`config.mk`:
```
export PLATFORM = sky130hd
export DESIGN_NAME = push_imm_fetch_flat
export DESIGN_NICKNAME = d
export VERILOG_FILES = /design/src/rtl/push_imm_fetch_if.sv /design/src/rtl/push_imm_fetch.sv /design/src/flat_wrapper.sv
export SDC_FILE = /design/constraint.sdc
export NUM_CORES = 1
export LEC_CHECK = 0
export ABC_AREA = 1
export BUFFER_PORTS_ARGS = -buffer_cell sky130_fd_sc_hd__buf_2
export CAP_MARGIN = 5
export CELL_PAD_IN_SITES_DETAIL_PLACEMENT = 0
export CELL_PAD_IN_SITES_GLOBAL_PLACEMENT = 1
export CORE_MARGIN = 1.5
export CORE_UTILIZATION = 37
export CTS_CLUSTER_SIZE = 28
export DETAILED_ROUTE_END_ITERATION = 8
export PLACE_DENSITY = 0.78
export SLEW_MARGIN = 30
export SYNTH_ARGS = -nofsm -noshare
export SYNTH_HDL_FRONTEND = slang
export SYNTH_SLANG_ARGS = --single-unit
```
`constraint.sdc`:
```
create_clock -name clk -period 4.1 [get_ports clk]
set_input_delay 0.41 -clock clk [delete_from_list [all_inputs] [get_ports clk]]
set_output_delay 0.41 -clock clk [all_outputs]
set_load 0.05 [all_outputs]
```
`src/rtl/push_imm_fetch_if.sv`:
```
// Bundle of the start, code-memory and result handshakes of push_imm_fetch.
// imm_oob exists only when PUSH_IMM_OOB_FLAG_EN is defined.
interface push_imm_fetch_if #(
   parameter int ADDR_W = 16
);
   logic              start_valid;
   logic              start_ready;
   logic [7:0]        start_opcode;
   logic [ADDR_W-1:0] start_pc;
   logic [ADDR_W-1:0] code_len;
   logic              mem_req;
   logic [ADDR_W-1:0] mem_addr;
   logic              mem_rvalid;
   logic [7:0]        mem_rdata;
   logic              imm_valid;
   logic              imm_ready;
   logic [255:0]      imm_data;
   logic [ADDR_W-1:0] imm_pc_nxt;
   logic [31:0]       imm_gas;
   logic              imm_err;
`ifdef PUSH_IMM_OOB_FLAG_EN
   logic              imm_oob;
`endif

   // master = the fetch unit, slave = decode/memory/consumer side
   modport master (
      input  start_valid, start_opcode, start_pc, code_len,
      input  mem_rvalid, mem_rdata, imm_ready,
      output start_ready, mem_req, mem_addr,
      output imm_valid, imm_data, imm_pc_nxt, imm_gas, imm_err
`ifdef PUSH_IMM_OOB_FLAG_EN
      , output imm_oob
`endif
   );

   modport slave (
      output start_valid, start_opcode, start_pc, code_len,
      output mem_rvalid, mem_rdata, imm_ready,
      input  start_ready, mem_req, mem_addr,
      input  imm_valid, imm_data, imm_pc_nxt, imm_gas, imm_err
`ifdef PUSH_IMM_OOB_FLAG_EN
      , input imm_oob
`endif
   );
endinterface

```
`src/rtl/push_imm_fetch.sv`:
```
// PUSH0..PUSH32 immediate fetch: one code byte per request, right-aligned big-endian result.
// Optional imm_oob pad flag via PUSH_IMM_OOB_FLAG_EN.
module push_imm_fetch #(
   parameter int ADDR_W = 16
) (
   input  logic             clk,
   input  logic             rst,
   push_imm_fetch_if.master bus
);
   localparam logic [1:0] S_IDLE = 2'd0;
   localparam logic [1:0] S_REQ  = 2'd1;
   localparam logic [1:0] S_WAIT = 2'd2;
   localparam logic [1:0] S_DONE = 2'd3;

   logic [1:0]        state_q, state_d;
   logic [ADDR_W-1:0] pc_q, pc_d;
   logic [ADDR_W-1:0] len_q, len_d;
   logic [ADDR_W-1:0] nxt_q, nxt_d;
   logic [5:0]        nbytes_q, nbytes_d;
   logic [5:0]        idx_q, idx_d;
   logic [255:0]      acc_q, acc_d;
   logic [31:0]       gas_q, gas_d;
   logic              err_q, err_d;
   logic              oob_q, oob_d;

   // Byte address kept one bit wider so reads past the top of memory count as padding.
   logic [ADDR_W:0]   addr_ext;
   logic              in_bounds;
   logic              last_byte;
   logic              legal_op;
   logic              push0_op;
   logic [5:0]        start_nbytes;

   assign addr_ext  = {1'b0, pc_q} + (ADDR_W+1)'(1) + (ADDR_W+1)'(idx_q);
   assign in_bounds = addr_ext < {1'b0, len_q};
   assign last_byte = idx_q == (nbytes_q - 6'd1);

   assign legal_op     = (bus.start_opcode >= 8'h5F) && (bus.start_opcode <= 8'h7F);
   assign push0_op     = bus.start_opcode == 8'h5F;
   assign start_nbytes = (legal_op && !push0_op) ? ({1'b0, bus.start_opcode[4:0]} + 6'd1) : 6'd0;

   always_comb begin
      state_d  = state_q;
      pc_d     = pc_q;
      len_d    = len_q;
      nxt_d    = nxt_q;
      nbytes_d = nbytes_q;
      idx_d    = idx_q;
      acc_d    = acc_q;
      gas_d    = gas_q;
      err_d    = err_q;
      oob_d    = oob_q;
      case (state_q)
         S_IDLE: begin
            if (bus.start_valid) begin
               pc_d     = bus.start_pc;
               len_d    = bus.code_len;
               nbytes_d = start_nbytes;
               nxt_d    = bus.start_pc + ADDR_W'(1) + ADDR_W'(start_nbytes);
               idx_d    = 6'd0;
               acc_d    = '0;
               oob_d    = 1'b0;
               err_d    = !legal_op;
               gas_d    = !legal_op ? 32'd0 : (push0_op ? 32'd2 : 32'd3);
               state_d  = (push0_op || !legal_op) ? S_DONE : S_REQ;
            end
         end
         S_REQ: begin
            if (in_bounds) begin
               state_d = S_WAIT;
            end else begin
               acc_d = {acc_q[247:0], 8'h00};
               oob_d = 1'b1;
               if (last_byte) state_d = S_DONE;
               else           idx_d   = idx_q + 6'd1;
            end
         end
         S_WAIT: begin
            if (bus.mem_rvalid) begin
               acc_d = {acc_q[247:0], bus.mem_rdata};
               if (last_byte) begin
                  state_d = S_DONE;
               end else begin
                  idx_d   = idx_q + 6'd1;
                  state_d = S_REQ;
               end
            end
         end
         default: begin
            if (bus.imm_ready) state_d = S_IDLE;
         end
      endcase
   end

   always_ff @(posedge clk) begin
      if (rst) begin
         state_q  <= S_IDLE;
         pc_q     <= '0;
         len_q    <= '0;
         nxt_q    <= '0;
         nbytes_q <= '0;
         idx_q    <= '0;
         acc_q    <= '0;
         gas_q    <= '0;
         err_q    <= 1'b0;
         oob_q    <= 1'b0;
      end else begin
         state_q  <= state_d;
         pc_q     <= pc_d;
         len_q    <= len_d;
         nxt_q    <= nxt_d;
         nbytes_q <= nbytes_d;
         idx_q    <= idx_d;
         acc_q    <= acc_d;
         gas_q    <= gas_d;
         err_q    <= err_d;
         oob_q    <= oob_d;
      end
   end

   assign bus.start_ready = state_q == S_IDLE;
   assign bus.mem_req     = (state_q == S_REQ) && in_bounds;
   assign bus.mem_addr    = bus.mem_req ? addr_ext[ADDR_W-1:0] : '0;
   assign bus.imm_valid   = state_q == S_DONE;
   assign bus.imm_data    = acc_q;
   assign bus.imm_pc_nxt  = nxt_q;
   assign bus.imm_gas     = gas_q;
   assign bus.imm_err     = err_q;
`ifdef PUSH_IMM_OOB_FLAG_EN
   assign bus.imm_oob     = oob_q;
`endif
endmodule

```
`src/flat_wrapper.sv`:
```
// flat-port wrapper written by rule: the top's interface ports become plain ports
module push_imm_fetch_flat 
#(
   parameter int ADDR_W = 16
)
  (clk, rst, bus_start_valid, bus_start_opcode, bus_start_pc, bus_code_len, bus_mem_rvalid, bus_mem_rdata, bus_imm_ready, bus_start_ready, bus_mem_req, bus_mem_addr, bus_imm_valid, bus_imm_data, bus_imm_pc_nxt, bus_imm_gas, bus_imm_err);
  push_imm_fetch_if #(.ADDR_W(ADDR_W)) bus_i ();
  input  logic clk;
  input  logic rst;
  input wire logic [$bits(bus_i.start_valid)-1:0] bus_start_valid;
  input wire logic [$bits(bus_i.start_opcode)-1:0] bus_start_opcode;
  input wire logic [$bits(bus_i.start_pc)-1:0] bus_start_pc;
  input wire logic [$bits(bus_i.code_len)-1:0] bus_code_len;
  input wire logic [$bits(bus_i.mem_rvalid)-1:0] bus_mem_rvalid;
  input wire logic [$bits(bus_i.mem_rdata)-1:0] bus_mem_rdata;
  input wire logic [$bits(bus_i.imm_ready)-1:0] bus_imm_ready;
  output wire logic [$bits(bus_i.start_ready)-1:0] bus_start_ready;
  output wire logic [$bits(bus_i.mem_req)-1:0] bus_mem_req;
  output wire logic [$bits(bus_i.mem_addr)-1:0] bus_mem_addr;
  output wire logic [$bits(bus_i.imm_valid)-1:0] bus_imm_valid;
  output wire logic [$bits(bus_i.imm_data)-1:0] bus_imm_data;
  output wire logic [$bits(bus_i.imm_pc_nxt)-1:0] bus_imm_pc_nxt;
  output wire logic [$bits(bus_i.imm_gas)-1:0] bus_imm_gas;
  output wire logic [$bits(bus_i.imm_err)-1:0] bus_imm_err;
  assign bus_i.start_valid = bus_start_valid;
  assign bus_i.start_opcode = bus_start_opcode;
  assign bus_i.start_pc = bus_start_pc;
  assign bus_i.code_len = bus_code_len;
  assign bus_i.mem_rvalid = bus_mem_rvalid;
  assign bus_i.mem_rdata = bus_mem_rdata;
  assign bus_i.imm_ready = bus_imm_ready;
  assign bus_start_ready = bus_i.start_ready;
  assign bus_mem_req = bus_i.mem_req;
  assign bus_mem_addr = bus_i.mem_addr;
  assign bus_imm_valid = bus_i.imm_valid;
  assign bus_imm_data = bus_i.imm_data;
  assign bus_imm_pc_nxt = bus_i.imm_pc_nxt;
  assign bus_imm_gas = bus_i.imm_gas;
  assign bus_imm_err = bus_i.imm_err;
  push_imm_fetch #(.ADDR_W(ADDR_W)) u_core (.clk(clk), .rst(rst), .bus(bus_i));
endmodule
```
* Word level (Yosys, flattened, before mapping) *
Cells that the tools add are included.

word-level totals
  register bits after elaboration = 351
  logic and storage cells = 61
  output and inout port bits = 324

operators by class
  reductions and logical operators = 12
  multiplexer cells = 21
  order comparisons = 3
  equality and inequality tests = 9
  $add $sub $neg = 7

operators by type and width
  kind                     count
  $mux W256                3
  $pmux W256 S3            1
  $mux W32                 1
  $mux W6                  5
  $pmux W6 S3              1
  $add A16 B1 Y17 const B  1
  $add A17 B6 Y17          1
  $lt A17 B16 Y1           1
  $add A16 B1 Y16 const B  1
  $add A16 B6 Y16          1
  $mux W16                 1
  $mux W2                  7
  $eq A8 B7 Y1 const B     1
  $ge A8 B7 Y1 const B     1
  $le A8 B7 Y1 const B     1
  $reduce_and A4 Y1        2
  $add A5 B1 Y6 const B    1
  $add A6 B1 Y6 const B    1
  $eq A6 B6 Y1             1
  $ne A2 B2 Y1 const B     3
  $pmux W2 S3              1
  $sub A6 B1 Y6 const B    1
  $eq A2 B2 Y1 const B     2
  $reduce_bool A4 Y1       1
  9 further kinds          12

* Logic depth before layout (Yosys ltp) *
Gate-level depths: netlist of run 1.

  depth after elaboration = 7
  mapped depth = 29
  gate-level depth less buffers = 27

* Worst setup path before layout of run 1 *
Ideal clock, no wire load.

  path kind = register to output
  start point = register u_core.idx_q[0]
  end point = output bus_mem_addr[11]
  buffers on the path = 1
  path slack = -0.245 ns
  stages on the path, launching flop included = 22
  required time = 3.690 ns
  arrival = 3.935 ns
  cells stage by stage = dfxtp_1 > inv_1 > ha_1 > inv_1 > fa_1 > nand3_1 > nand2_1 > a21boi_4 > nor3_4 > nand2_1 > xor2_1 > inv_1 > ha_1 > a21oi_1 > o21a_1 > nand2_1 > nand2_1 > nand2_1 > nand2_1 > nand3_2 > clkbuf_1 > nor3_1

on the way
  longest elaborated chain between the ends = 4

RTL lines
  what                      RTL line               source
  start: declaration        push_imm_fetch.sv:20   logic [5:0] idx_q, idx_d;
  start signal: assignment  push_imm_fetch.sv:113  idx_q <= idx_d;
  $add A17 B6 Y17 (*)       push_imm_fetch.sv:34   assign addr_ext = {1'b0, pc_q} + (ADDR_W+1)'(1) + (ADDR_W+1)'(idx_q);
  $lt A17 B16 Y1            push_imm_fetch.sv:35   assign in_bounds = addr_ext < {1'b0, len_q};
  $logic_and A1 B1 Y1       push_imm_fetch.sv:122  assign bus.mem_req = (state_q == S_REQ) && in_bounds;
  $mux W16 (*)              push_imm_fetch.sv:123  assign bus.mem_addr = bus.mem_req ? addr_ext[ADDR_W-1:0] : '0;
  end: declaration          flat_wrapper.sv:19     output wire logic [$bits(bus_i.mem_addr)-1:0] bus_mem_addr;

Every way passes the cells marked *; elsewhere a longest branch is shown, timed or not.

* Worst setup path in the final report of run 1 *
Ends and elaborated chain as after synthesis.

==> summary.txt, run 1 <==
final worst path period share - 100%
Worst Path Required - 3.69 ns
clock slew seen by the registers of the worst setup and hold paths - 0.06 ns
Most used DFF post-synth - dfxtp_1
width of the chip - 206 um
CP endpoint kind - output pin
Crit path max-delay family - simple AND/OR/NAND/NOR gates
commonest cells after routing, fill and taps aside - 832 x nor2_1, 365 x nand2_1, 329 x buf_2
post-route cell area - 0.0194 mm2
RePlAce Congestion - 0.832
failing checks - setup timing
ratio of cells with drive above 1 in the final layout - 20.2%
Critical Path Start Type - register
number of buffers on the longest clock path - 3
Synth warnings - 0
maximum number of pins on one net before global-route repair - 151
unrepaired setup endpoints after global routing - yes
standard cell core area - 0.0408 mm2
crit-path max FO - 6
number of maximum-capacitance constraint violations - 0
async set-reset flop share out of synthesis - 0%
number of top-level pins - 377
CP peak stage delay - 0.36 ns
slew of the pin with the lowest slew margin - 0.829 ns
clock tree from TritonCTS - yes
total number of vias - 15400
Antenna Diode Count - 0
Detail Route Antenna Nets - 0
critical-path cell with the highest stage delay - fa_2
post-layout net count - 2699
DRC violation count after routing - 0
Sink Count - 321
unique cell type count in the Yosys netlist - 42
register area share after synthesis - 42.0%
hold buffer count at CTS - 0
overflow left after global routing - 0
minimum setup slack in the final design - -0.0195 ns
DR WL/cell - 15.6 um
Num CTS Buffers - 39
minimum period implied by the final worst setup slack - 4.12 ns
max-slew violation count - 0
Vert. Die Dim - 206 um
endpoint arrival time on the critical path - 3.71 ns
type of the tightest min-delay check - input pin to register
starting density of the core - 37.4%
commonest non-fill, non-tap cell in the layout - nor2_1
dpl ws - 0.200 ns
CP Cell Sequence - inv_2, ha_4, inv_2, fa_2, nand3_2, nand2_4, a21boi_4, nor3_4, xor2_2, ha_1, a21o_1, nor2_1, nand3_1, nand2_1, nand2_1, nand2_1, nand2_1, nand2_2, nand3_4, buf_12, nor3_4, buf_6
number of flops mapped to enable cells by yosys - 0
worst relative slew slack - 44.7%
final WL - 49500 um
most numerous cell on the critical path - nand2_1
Setup Crit Path Kind - register to output pin
DP HPWL - 30700 um
instance area after placement - 0.0173 mm2
vias in the first global route - 14100
maximum clock frequency - 0.243 GHz
hold violation total from the final report - 0
DRC marker count from the first detailed-route iteration - 973
clock latency at the later pin of the worst-skew pair - 0.55 ns
Die Footprint - 0.0425 mm2
gr usage total - 21.4%
routed vias/inst - 4.87
count of endpoints failing setup in the final report - 6
layout-stage area growth over the synthesis result - 27.2%
final core area utilization - 47.6%
placement row count - 74
number of detailed-route iterations in the first pass - 8
worst clock skew - 0.0236 ns
post-synthesis instance total - 2324
antenna violations before repair - 1
Post-Synthesis Cell Area - 0.0153 mm2
H-tree Lvls - 2
mean instance size in the synthesized netlist - 6.58 um2
WP buf/inv - 4
clock root cell - clkbuf_16
synthesis-stage register bit count - 321
Port-buffer cells - 346
worst hold slack - 0.137 ns
status - finished, violations left
wire length of the first global-routing pass - 74000 um
[final cells by class]
cell class	instances	area, um2
Clock buffer	55	1080
Clock inverter	15	164
Fill cell	4347	21400
Inverter	103	425
Multi-Input combinational cell	1740	7950
Sequential cell	321	6430
Tap cell	532	666
Timing Repair Buffer	404	2720
Timing Repair inverter	1	11.3
[metrics by stage]
| step | TNS [ns] | cells |
|---|---|---|
| 5_1_grt | -3.20 | 3171 |
| 3_5_place_dp | 0 | 3071 |
| 2_1_floorplan | 0 | 2353 |
| 4_1_cts | -1.42 | 3150 |
| 3_3_place_gp | 0 | 3071 |
| 6_report | -0.0468 | 3171 |
[registers in the layout, indices dropped and copies added, names as in the netlist]
name	count
u_core.bus.imm_err	1
u_core.bus.imm_pc_nxt	16
u_core.idx_q	6
u_core.state_q	2
u_core.bus.imm_gas	2
u_core.bus.imm_data	256
u_core.nbytes_q	6
u_core.len_q	16
u_core.pc_q	16
[per-layer routing]
layer	GRT usage [%]	part of all wire [%]	vias to the layer above
met5	0	0	-
met4	6.13	2.0	0
met3	7.13	8.0	60
met2	34.8	46	379
met1	26.8	44	7189
li1	-	-	7801
[cells in the mapped netlist, types with 5 or more instances]
cell,number,area (um2)
buf_4,43,323
ha_1,34,425
buf_2,37,185
nand2_1,371,1390
nor2_1,850,3190
dfxtp_1,321,6430
a211oi_1,5,37.5
xor2_1,19,166
o21ai_0,76,380
buf_1,7,26.3
nor3_1,10,50.1
nand3_1,37,185
nand4_1,9,56.3
inv_1,99,372
a21oi_1,46,230
clkbuf_1,99,372
o21ai_1,220,1100
[kinds of logic after synthesis]
| family | synth area share (%) |
|---|---|
| buffers and inverters | 8.77 |
| DFF | 42.0 |
| and+or+nand+nor | 32.5 |
| AOI/OAI and AO/OA | 12.3 |
| xor gates and xnor gates | 1.32 |
| adders and majority gates | 3.04 |
| other | 0.0245 |
[final timing paths]
path              cells past startpoint  slack, ns                  endpoint            start
setup / recovery                     22      -0.02          bus_mem_addr[11]  u_core.idx_q[0]
hold / removal                        3       0.14           u_core.len_q[2]  bus_code_len[2]
setup reg to reg                     27       0.21  u_core.bus.imm_data[177]  u_core.idx_q[0]
hold reg to reg                       2       0.47           u_core.len_q[4]  u_core.len_q[4]
[timing repair]
action	CTS	global route
pin swaps	15	23
setup endpoints to repair	17	272
buffers inserted	7	10
cloned	2	10
resized for setup	76	50
[worst reg2reg max path, cell delays in order, from the launching register on]
cell and delay, ns:
dfxtp_2 0.32, inv_2 0.07, ha_4 0.12, inv_2 0.04, fa_2 0.36, nand3_2 0.09
nand2_4 0.06, a21boi_4 0.19, nor3_4 0.07, xor2_2 0.16, ha_1 0.30, a21o_1 0.18
nor2_1 0.11, nand3_1 0.10, nand2_1 0.07, nand2_1 0.05, nand2_1 0.06, nand2_1 0.06
nand2_2 0.09, nand3_4 0.09, buf_12 0.17, buf_16 0.14, buf_8 0.15, nand2_8 0.14
buf_12 0.17, buf_8 0.25, o21ai_1 0.10, nor2_1 0.11
Power of run 1 is left out: the tool's default activity adds up to more than one toggle a clock period on the data nets, which glitch-free logic cannot reach.
==> run 2: changes to the inputs <==
Settings changed: CORE_ASPECT_RATIO set to 1.5, SLEW_MARGIN 30 to 20.
==> summary.txt, run 2 (synthesis results as in run 1) <==
CP endpoint kind - output pin
register area - 0.00643 mm2
max reg flops - 256
unrepaired setup endpoints after global routing - yes
maximum clock frequency - 0.243 GHz
Detail Route Antenna Nets - 0
worst clock skew - 0.0146 ns
worst hold endpoint - u_core.len_q[0]
clock tree from TritonCTS - yes
slack of the worst reg-to-reg path - 0.29 ns
antenna violations before repair - 1
standard cell core area - 0.0410 mm2
routed vias/inst - 4.88
max-slew violation count - 0
Sink Count - 321
Setup Crit Path Kind - register to output pin
DP HPWL - 31000 um
status - finished, violations left
layout-stage area growth over the synthesis result - 24.1%
minimum period implied by the final worst setup slack - 4.12 ns
RePlAce Congestion - 0.850
overflow left after global routing - 0
DR WL/cell - 15.2 um
wire length of the first global-routing pass - 74400 um
number of cells on the worst reg-to-reg path - 25
Crit path max-delay family - simple AND/OR/NAND/NOR gates
Hold Path Stages - 3
ratio of cells with drive above 1 in the final layout - 19.5%
number of detailed-route iterations in the first pass - 7
critical-path cell with the highest stage delay - fa_2
commonest non-fill, non-tap cell in the layout - nor2_1
endpoint arrival time on the critical path - 3.71 ns
Num CTS Buffers - 35
commonest cells after routing, fill and taps aside - 834 x nor2_1, 367 x nand2_1, 329 x buf_2
type of the tightest min-delay check - input pin to register
CP Cell Sequence - inv_2, ha_4, inv_2, fa_2, nand3_2, nand2_2, a21boi_4, nor3_4, xor2_2, ha_1, a21o_1, nor2_1, nand3_2, nand2_1, nand2_1, nand2_1, nand2_1, nand2_2, nand3_4, buf_12, nor3_4, buf_6
DRC marker count from the first detailed-route iteration - 765
endpoint of the worst register-to-register path - u_core.bus.imm_data[129]
clock latency at the later pin of the worst-skew pair - 0.53 ns
starting density of the core - 37.3%
post-route cell area - 0.0190 mm2
minimum setup slack in the final design - -0.0176 ns
WP buf/inv - 4
DRC violation count after routing - 0
total number of vias - 15300
most numerous cell on the critical path - nand2_1
dpl ws - 0.0472 ns
clock slew seen by the registers of the worst setup and hold paths - 0.06 ns
placement row count - 91
Die Footprint - 0.0426 mm2
number of filler cells placed in the layout - 4354
combined area of the multi-input logic cells - 0.00789 mm2
instance area after placement - 0.0172 mm2
H-tree Lvls - 2
Worst Path Required - 3.69 ns
CP peak stage delay - 0.34 ns
Reg2Reg Launch Point - u_core.idx_q[0]
final WL - 47700 um
clock root cell - clkbuf_16
maximum number of pins on one net before global-route repair - 149
worst relative slew slack - 31.0%
width of the chip - 169 um
Critical Path Start Type - register
number of top-level pins - 377
hold buffer count at CTS - 0
number of maximum-capacitance constraint violations - 0
number of buffers on the longest clock path - 3
gr usage total - 21.4%
slew of the pin with the lowest slew margin - 1.03 ns
Antenna Diode Count - 0
post-layout net count - 2686
final worst path period share - 100%
failing checks - setup timing
Vert. Die Dim - 252 um
count of endpoints failing setup in the final report - 2
vias in the first global route - 14200
Port-buffer cells - 346
crit-path max FO - 8
hold violation total from the final report - 0
startpoint of the worst hold path - bus_code_len[0]
run 2: stage by stage:
| stage | utilization [%] | TNS (ns) | hold slack, ns | cells |
|---|---|---|---|---|
| 2_1_floorplan | - | 0 | 0.433 | 2353 |
| 3_3_place_gp | 42.1 | 0 | 0.448 | 3053 |
| 3_5_place_dp | 42.1 | 0 | 0.457 | 3053 |
| 4_1_cts | 45.5 | -1.52 | 0.128 | 3120 |
| 5_1_grt | 46.3 | -2.76 | 0.150 | 3130 |
| 6_report | 46.3 | -0.0288 | 0.147 | 3130 |
run 2: final cells by class:
cell class,instances,share of cell area (%)
Inverter,103,2.21
Tap cell,511,3.37
Clock inverter,6,0.501
Clock buffer,53,5.51
Timing Repair Buffer,397,12.9
Multi-Input combinational cell,1739,41.6
Sequential cell,321,33.9
run 2: per-layer routing:
layer,vias to the layer above,share of wire [%],global-route usage (%)
li1,7775,-,-
met1,7029,41,25.3
met2,387,49,37.6
met3,67,7.0,5.47
met4,2,2.5,6.66
met5,-,0.027,0
run 2: worst reg2reg max path, cell delays in order, from the launching register on:
cell      delay (ns)
dfxtp_2         0.32
inv_2           0.07
ha_4            0.12
inv_2           0.04
fa_2            0.34
nand3_2         0.09
nand2_2         0.07
a21boi_4        0.21
nor3_4          0.08
xor2_2          0.17
ha_1            0.31
a21o_1          0.16
nor2_1          0.12
nand3_2         0.10
nand2_1         0.06
nand2_1         0.05
nand2_1         0.06
nand2_1         0.06
nand2_2         0.08
nand3_4         0.11
buf_4           0.17
buf_4           0.14
nand2_8         0.15
buf_12          0.36
o21ai_0         0.18
nor2_1          0.12
run 2: how the worst max path moves through the flow:
stage | startpoint | end | slack [ns] | cells after the start
after floorplan | u_core.idx_q[2] | bus_mem_addr[11] | 0.13 | 21
after global placement | u_core.idx_q[0] | bus_mem_addr[11] | 0.16 | 22
after detailed placement | u_core.idx_q[0] | bus_mem_addr[11] | 0.05 | 22
after CTS | u_core.idx_q[0] | bus_mem_addr[11] | -0.11 | 22
after global routing | u_core.idx_q[0] | bus_mem_addr[11] | -0.26 | 22
final | u_core.idx_q[0] | bus_mem_addr[11] | -0.02 | 22
run 2: timing repair:
| action | CTS | global route |
|---|---|---|
| pin swaps | 14 | 16 |
| setup buffers | 7 | 8 |
| gates cloned | 1 | 2 |
| endpoints found under the setup margin | 17 | 268 |
| gates resized for setup | 59 | 51 |
Power of run 2 is left out for the same reason.
==> run 3: changes to the inputs <==
--- a/config.mk
+++ b/config.mk
@@ -8,3 +8,3 @@
 export ABC_AREA = 1
-export BUFFER_PORTS_ARGS = -buffer_cell sky130_fd_sc_hd__buf_2
+export BUFFER_PORTS_ARGS = -buffer_cell sky130_fd_sc_hd__buf_4
 export CAP_MARGIN = 5
--- a/constraint.sdc
+++ b/constraint.sdc
@@ -3,2 +3,2 @@
 set_output_delay 0.41 -clock clk [all_outputs]
-set_load 0.05 [all_outputs]
+set_load 0.1 [all_outputs]
==> summary.txt, run 3 (synthesis results as in run 1) <==
worst clock skew - 0.0140 ns
wire length of the first global-routing pass - 74400 um
Vert. Die Dim - 252 um
starting density of the core - 37.3%
hold violation total from the final report - 0
Num CTS Buffers - 36
slew of the pin with the lowest slew margin - 0.765 ns
max-slew violation count - 0
CP endpoint kind - output pin
Detail Route Antenna Nets - 0
ratio of cells with drive above 1 in the final layout - 19.5%
minimum setup slack in the final design - -0.0259 ns
count of endpoints failing setup in the final report - 2
DRC violation count after routing - 0
Reg2Reg Launch Point - u_core.idx_q[0]
unrepaired setup endpoints after global routing - yes
met1 layer wirelength in the final routing - 19400 um
endpoint of the worst register-to-register path - u_core.bus.imm_data[42]
worst hold endpoint - u_core.len_q[0]
Setup Crit Path Kind - register to output pin
number of detailed-route iterations in the first pass - 7
antenna violations before repair - 0
Critical Path Start Type - register
number of cells on the worst reg-to-reg path - 27
Worst Path Required - 3.69 ns
commonest cells after routing, fill and taps aside - 833 x nor2_1, 366 x nand2_1, 359 x buf_4
final WL - 48500 um
total number of vias - 15200
final worst path period share - 101%
number of top-level pins - 377
vias in the first global route - 13700
clock slew seen by the registers of the worst setup and hold paths - 0.06 ns
DR WL/cell - 15.5 um
DRC marker count from the first detailed-route iteration - 925
number of buffers on the longest clock path - 3
Die Footprint - 0.0426 mm2
routed vias/inst - 4.85
failing checks - setup timing
maximum clock frequency - 0.242 GHz
slack of the worst reg-to-reg path - 0.25 ns
max reg flops - 256
sum of met2 wire segment lengths after detailed routing - 24400 um
RePlAce Congestion - 0.838
number of maximum-capacitance constraint violations - 0
clock tree from TritonCTS - yes
Hold Path Stages - 3
clock root cell - clkbuf_16
clock latency at the later pin of the worst-skew pair - 0.53 ns
gr usage total - 21.6%
status - finished, violations left
crit-path max FO - 6
Sink Count - 321
width of the chip - 169 um
startpoint of the worst hold path - bus_code_len[0]
hold buffer count at CTS - 0
worst relative slew slack - 49.0%
endpoint arrival time on the critical path - 3.72 ns
post-layout net count - 2691
Antenna Diode Count - 0
DP HPWL - 31300 um
dpl ws - 0.0844 ns
H-tree Lvls - 2
layout-stage area growth over the synthesis result - 30.7%
maximum number of pins on one net before global-route repair - 147
Port-buffer cells - 346
minimum period implied by the final worst setup slack - 4.13 ns
Top Layer Used - met4
sum of met3 wire segment lengths after detailed routing - 3380 um
placement row count - 91
type of the tightest min-delay check - input pin to register
commonest non-fill, non-tap cell in the layout - nor2_1
overflow left after global routing - 0
standard cell core area - 0.0410 mm2
==> run 3: metal layers <==
layer,track usage [%],vias to the layer above
met2,38.1,421
met3,5.46,70
li1,-,7778
met1,25.2,6942
met4,7.24,0
met5,0,-
==> run 3: worst max-delay path, stage by stage, from the launching register on <==
cell and delay, ns:
dfxtp_2 0.32, inv_2 0.07, ha_4 0.13, inv_2 0.04, fa_2 0.40, nand3_2 0.10
nand2_4 0.06, a21boi_4 0.19, nor3_4 0.06, xor2_1 0.16, ha_1 0.32, a21o_1 0.17
nor2_1 0.09, nand3_1 0.09, nand2_1 0.06, nand2_1 0.05, nand2_1 0.05, nand2_1 0.05
nand2_2 0.08, nand3_4 0.12, buf_12 0.20, clkinvlp_4 0.07, and2_4 0.14, buf_12 0.16
==> run 3: final cells by class <==
cell class,instances,area [um2]
clock buffer,56,1070
clock inverter,4,35.0
fill,4226,21000
inverter,103,424
multi-input combinational,1741,7910
sequential,321,6440
tap,511,639
timing repair buffer,398,3460
timing repair inverter,1,11.3
==> run 3: worst max-delay path by stage <==
| stage | endpoint | slack (ns) | cells after the start | start |
|---|---|---|---|---|
| 3_5_place_dp | u_core.bus.imm_data[183] | 0.08 | 26 | u_core.idx_q[0] |
| 2_1_floorplan | bus_mem_addr[14] | -0.14 | 21 | u_core.idx_q[0] |
| 5_1_grt | bus_mem_addr[13] | -0.28 | 23 | u_core.idx_q[0] |
| 4_1_cts | bus_mem_addr[9] | -0.05 | 23 | u_core.pc_q[0] |
| 3_3_place_gp | u_core.bus.imm_data[187] | 0.17 | 26 | u_core.idx_q[0] |
| 6_report | bus_mem_addr[13] | -0.03 | 23 | u_core.idx_q[0] |
==> run 3: what timing repair did <==
item,4_1_cts,5_1_grt
pin swaps,21,17
setup endpoints to repair,17,273
gates cloned,2,4
resized for setup,63,40
setup buffers,12,12
==> run 3: metrics by stage <==
step	utilization (%)	hold slack, ns	TNS [ns]	instances	cell area, um2
after global routing	48.7	0.166	-3.65	3135	20000
final	48.7	0.160	-0.0346	3135	20000
after CTS	48.0	0.141	-0.260	3120	19700
after floorplan	-	0.433	-1.32	2353	15500
after detailed placement	44.4	0.459	0	3046	18200
after global placement	44.4	0.453	0	3046	18200
Power of run 3 is left out for the same reason.
